[config.mk]
export PLATFORM = sky130hd
export DESIGN_NAME = ymux2_arbiter
export DESIGN_NICKNAME = d
export VERILOG_FILES = /design/src/rtl/ymux2_arbiter.sv
export SDC_FILE = /design/constraint.sdc
export NUM_CORES = 1
export LEC_CHECK = 0
export ABC_AREA = 0
export BUFFER_PORTS_ARGS = -buffer_cell sky130_fd_sc_hd__buf_2
export CAP_MARGIN = 25
export CORE_MARGIN = 5
export CORE_UTILIZATION = 40
export DETAILED_ROUTE_END_ITERATION = 8
export PLACE_DENSITY = 0.75
export SLEW_MARGIN = 20
export SYNTH_ARGS = -nofsm -noshare
export SYNTH_HDL_FRONTEND = slang
export SYNTH_SLANG_ARGS = --single-unit
[constraint.sdc]
create_clock -name clk -period 3.85 [get_ports clk]
set_input_delay 0 -clock clk [delete_from_list [all_inputs] [get_ports clk]]
set_output_delay 0 -clock clk [all_outputs]
set_load 0.02 [all_outputs]
[src/rtl/ymux2_arbiter.sv]
// ymux2_arbiter: round-robin burst arbiter that owns the 2:1 mux select; ARB_TIMEOUT_EN adds a stall-release timer
module ymux2_arbiter #(
    parameter int W       = 2,
    parameter int CNT_W   = 8,
    parameter int TIMEOUT = 16
) (
    input  logic             clk,
    input  logic             rst_n,
    input  logic             req0_valid,
    input  logic [W-1:0]     req0_data,
    input  logic             req0_last,
    output logic             req0_ready,
    input  logic             req1_valid,
    input  logic [W-1:0]     req1_data,
    input  logic             req1_last,
    output logic             req1_ready,
    output logic             out_valid,
    output logic [W-1:0]     out_data,
    output logic             out_last,
    input  logic             out_ready,
    output logic             sel,
    output logic             busy,
    output logic [CNT_W-1:0] burst_cnt,
    output logic             timeout
);
    typedef enum logic [1:0] {IDLE, OWN0, OWN1} state_t;

    state_t           state_q, state_d;
    logic             sel_q, sel_d, last_winner_q, last_winner_d;
    logic [CNT_W-1:0] burst_cnt_q, burst_cnt_d;
    logic             own, cur_valid, cur_last, other_valid, beat, done, rel, win;

    assign own         = state_q != IDLE;
    assign cur_valid   = sel_q ? req1_valid : req0_valid;
    assign cur_last    = sel_q ? req1_last : req0_last;
    assign other_valid = sel_q ? req0_valid : req1_valid;
    assign beat        = own & cur_valid & out_ready;
    assign done        = beat & cur_last;
    assign rel         = done | timeout;
    assign win         = (req0_valid & req1_valid) ? ~last_winner_q : req1_valid;

    assign out_valid  = own & cur_valid;
    assign out_data   = sel_q ? req1_data : req0_data;
    assign out_last   = own & cur_last;
    assign req0_ready = (state_q == OWN0) & out_ready;
    assign req1_ready = (state_q == OWN1) & out_ready;
    assign sel        = sel_q;
    assign busy       = own;
    assign burst_cnt  = burst_cnt_q;

`ifdef ARB_TIMEOUT_EN
    localparam int SW = $clog2(TIMEOUT + 1);
    logic [SW-1:0] stall_q, stall_d;

    assign timeout = own & ~beat & (stall_q == SW'(TIMEOUT - 1));

    // stall count restarts on every beat, every grant change and while idle
    always_comb stall_d = (!own || beat || timeout) ? '0 : stall_q + 1'b1;

    // stall counter register
    always_ff @(posedge clk) stall_q <= !rst_n ? '0 : stall_d;
`else
    assign timeout = TIMEOUT < 0;
`endif

    // grant, round-robin history and completed-burst count
    always_comb begin
        state_d       = state_q;
        sel_d         = sel_q;
        last_winner_d = last_winner_q;
        burst_cnt_d   = burst_cnt_q + CNT_W'(done);
        if (!own) begin
            if (req0_valid | req1_valid) begin
                state_d = win ? OWN1 : OWN0;
                sel_d   = win;
            end
        end else if (rel) begin
            last_winner_d = sel_q;
            state_d       = other_valid ? (sel_q ? OWN0 : OWN1) : IDLE;
            sel_d         = other_valid ? ~sel_q : sel_q;
        end
    end

    // state registers; last_winner resets to 1 so req0 wins the first tie
    always_ff @(posedge clk) begin
        if (!rst_n) begin
            state_q       <= IDLE;
            sel_q         <= 1'b0;
            last_winner_q <= 1'b1;
            burst_cnt_q   <= '0;
        end else begin
            state_q       <= state_d;
            sel_q         <= sel_d;
            last_winner_q <= last_winner_d;
            burst_cnt_q   <= burst_cnt_d;
        end
    end
endmodule

Yosys cells after proc, flatten, opt, wreduce, memory -nomap -nowiden
Cells that the tools add are included.

Register bits: 12.

Reductions and logical operators: 5. Multiplexer cells: 15. Equal/unequal tests: 4. Bitwise logic cells: 10. Add/subtract/negate cells: 1.

Operators by type and width (number): $mux 2 (7); $add 8x1->8 (1); $mux 1 (8); $and 1x1->1 (7); $ne 2x1->1 const B (2); $reduce_and 2->1 (2); $reduce_bool 2->1 (2); $reduce_and 3->1 (1); $eq 2x1->1 const B (1); $eq 2x2->1 const B (1); $not 1->1 (2); $or 1x1->1 (1).

Depth between registers and ports, before layout
Depth in word-level cells: 6. Depth in mapped cells: 8. Depth with buffers taken out: 7.

Least setup slack after synthesis
OpenSTA, ideal clock, no wires.

Path type: flip-flop to flip-flop. From: reg sel_q, in the netlist sel. To: reg burst_cnt_q[4], in the netlist burst_cnt[4]. Arrival: 1922 ps. Path slack: 1813 ps. Required time: 3735 ps. Stages on the path, launching flop included: 9. Path buffers: 1. Cell sequence: dfxtp_1 -> buf_6 -> mux2i_1 -> or4b_4 -> nor2_1 -> ha_1 -> nand3_1 -> xnor2_1 -> and2_1.

Cells in the longest elaborated chain, start to end: 5. Elaborated cells between the ends (all ways): 6. Those cells by class: add/sub (1); mux (2); bitwise (3).

Ends and longest elaborated chain: start, declared (line 29) `logic sel_q, sel_d, last_winner_q, last_winner_d;`; start signal, assigned (line 93) `sel_q <= sel_d;`; $mux 1 (line 34) `assign cur_valid = sel_q ? req1_valid : req0_valid;`; $and 1x1->1 (2 in a row) (line 37) `assign beat = own & cur_valid & out_ready;`; $and 1x1->1 (*) (line 38) `assign done = beat & cur_last;`; $add 8x1->8 (*) (line 71) `burst_cnt_d = burst_cnt_q + CNT_W'(done);`; end signal, assigned (line 95) `burst_cnt_q <= burst_cnt_d;`; end, declared (line 30) `logic [CNT_W-1:0] burst_cnt_q, burst_cnt_d;`.

Every way passes the cells marked *; elsewhere a longest branch is shown, timed or not. A chain may end at the register's enable or synchronous reset.

Worst setup path after layout
Ends and elaborated chain as after synthesis.

==> results_dict.tcl <==
set metrics [dict create \
    outcome "complete, no violations" \
    grt_usage 0.126 \
    vias 655 \
    drive_gt1_frac 0.346 \
    grt_overflow 0 \
    endpoint_kind "flip-flop" \
    critPathTopFamily "simple AND/OR/NAND/NOR gates" \
    cts.sinks 12 \
    cts_tree "done" \
    ys_ff_latch 12 \
    initial_utilization 0.410 \
    hp-class "input pin to flip-flop" \
    path_clk_slew_ns 0.07 \
    crit_chain "mux2i_1, or4b_4, nor2_1, ha_1, nand3_1, xnor2_1, and2_1" \
    cp.required_ns 4.01 \
    finalHoldViolCount 0 \
    cts_made_buffers 3 \
    rows 15 \
    grt_pass1_vias 628 \
    wl_met1_um 666 \
    timing.setup.tns_ns 0 \
    synth_fp_nets 90 \
    viasPerCell 5.41 \
    gp_congestion 0.859 \
    skew_ns 0.00261 \
    worstSetupPathType "flip-flop to flip-flop" \
    clock.fmax_ghz 0.469 \
    clock-root-buffer "clkbuf_4" \
    drc 0 \
    synthFlopType "dfxtp_1" \
    syn_inst 78 \
    postRouteAntennaNets 0 \
    antenna_found_initial 0 \
    synth-edff-count 0 \
    setup_viol 0 \
    hold_start "rst_n" \
    grt_pass1_wl_um 2490 \
    htreeDepth 1 \
    totalWireLength_um 1500 \
    worstReg2RegEnd "burst_cnt[4]" \
    io_buffers 26 \
    r2r_cells 7 \
    worst_setup_path_start_kind "flip-flop" \
    ioPinCount 28 \
    leakage_nw 0.442 \
    met2WireLength_um 693 \
    path_depth 7 \
    crit_fanout 10 \
    ys_seq_area_frac 0.347 \
    placed_cells 118 \
    max_stage_delay_ns 0.57 \
    fin_nets 118 \
    cts.hold.buffers_added 0 \
    vdd_drop_max_mv 0.150 \
    rsz0062_at_grt "no" \
    cellPowerDensity_nw_per_um2 355 \
    yosysUniqueCellTypes 30 \
    drv_cap 0 \
    grt_max_degree 15 \
    yosysWarnings 0 \
    die-area_um2 2670 \
    worstSkewPairLatency_ns 0.27 \
    drv_slew 0 \
    period_minus_slack_ns 2.13 \
    ctsResizeCount 0 \
    first_pass_iters 4 \
    netlist_area_um2 693 \
    diodes 0 \
    avgRoutedWirePerCell_um 12.4 \
    path_buf_inv 0 \
    top_layer "met4" \
    die_w_um 51.6 \
    r2r_slack_ns 1.72 \
    cts_setup_buffers 0 \
    routed-wl-met3_um 100 \
    hold_end "last_winner_q" \
    fp.dieH_um 51.6 \
    async_reset_ff_frac 0 \
    drtIter0Drc 12 \
    cp.arrival_ns 2.29 \
    finalNonFillerCells 121 \
    n_fill_cell 187 \
    worstHoldPathCells 2 \
    core_um2 1690 \
    finalCritPeriodShare 0.553 \
    dp.final_hpwl_um 1190 \
    syn_area_per_cell_um2 8.89 \
    clockBufferDepth 2 \
    syn_to_final_growth_pct 21.3 \
    r2r-start "sel" \
    slowest_stage "or4b_4" \
]
worst max path at each step:
stage	from	end	slack, ns
floorplan	sel	burst_cnt[4]	1.81
global placement	sel	burst_cnt[4]	1.83
detailed placement	sel	burst_cnt[4]	1.73
CTS	sel	burst_cnt[4]	1.70
global route	sel	burst_cnt[6]	1.58
finish	sel	burst_cnt[4]	1.72
through the flow:
stage	utilization	cell area, um2	hold slack [ns]	setup slack (ns)	power, W
2_1_floorplan	-	693	0.131	1.81	0.000203
3_3_place_gp	0.484	818	0.283	1.83	0.000225
3_5_place_dp	0.484	818	0.292	1.73	0.000228
4_1_cts	0.498	841	0.0122	1.70	0.000303
5_1_grt	0.498	841	0.00497	1.58	0.000319
6_report	0.498	841	0.0139	1.72	0.000299
placed cells by master, fill, tap and decap left out, drive strengths merged, types with 3 or more instances in the layout:
cell	n
nand2	6
inv	3
nor2	5
and3	4
dfxtp	12
xnor2	3
mux2i	5
clkbuf	3
o21ai	5
a21oi	3
nand3	4
and2	6
buf	26
power by group:
part / total (W) / internal, W / switching, W
sequential: 0.000142 / 0.000130 / 0.0000114
combinational: 0.0000824 / 0.0000331 / 0.0000493
clock: 0.0000746 / 0.0000362 / 0.0000384
total: 0.000299 / 0.000200 / 0.0000992
cell usage after synthesis, types with 3 or more instances:
| library cell | count | area (um2) |
|---|---|---|
| and2_1 | 6 | 37.5 |
| o21ai_0 | 5 | 25.0 |
| a21oi_1 | 3 | 15.0 |
| dfxtp_1 | 12 | 240 |
| xnor2_1 | 3 | 26.3 |
| nand2_1 | 6 | 22.5 |
| nor2_1 | 4 | 15.0 |
| nand3_1 | 4 | 20.0 |
| mux2i_1 | 5 | 50.1 |
| and3_1 | 4 | 25.0 |
| inv_1 | 3 | 11.3 |
registers in the layout, indices dropped and copies added (netlist names):
signal	flops
burst_cnt	8
state_q	2
last_winner_q	1
sel	1
logic make-up after synthesis:
kind of cell             synth area share
adder cells (fa/ha/maj)            0.0180
flip-flops                          0.347
AND/OR/NAND/NOR                     0.291
multiplexers                        0.105
buffers and inverters              0.0541
AO/OA/AOI/OAI                       0.117
other                             0.00541
XOR/XNOR                           0.0632
metal layers:
| metal | up-vias | GRT usage |
|---|---|---|
| li1 | 321 | - |
| met1 | 299 | 0.146 |
| met2 | 30 | 0.195 |
| met3 | 5 | 0.0372 |
| met4 | 0 | 0.0917 |
| met5 | - | 0 |
final cells by class:
cell class | count | area [um2] | share of cell area
Clock buffer | 3 | 22.5 | 0.0268
Inverter | 3 | 11.3 | 0.0134
Multi-Input combinational cell | 60 | 415 | 0.494
Sequential cell | 12 | 240 | 0.286
Tap cell | 17 | 21.3 | 0.0253
Timing Repair Buffer | 26 | 130 | 0.155
worst register-to-register path, stage by stage (launching register included):
cell,delay [ns]
dfxtp_1,0.55
mux2i_1,0.20
or4b_4,0.57
nor2_1,0.11
ha_1,0.21
nand3_1,0.10
xnor2_1,0.13
and2_1,0.15
No activity file was read; power rests on OpenSTA's default activity.
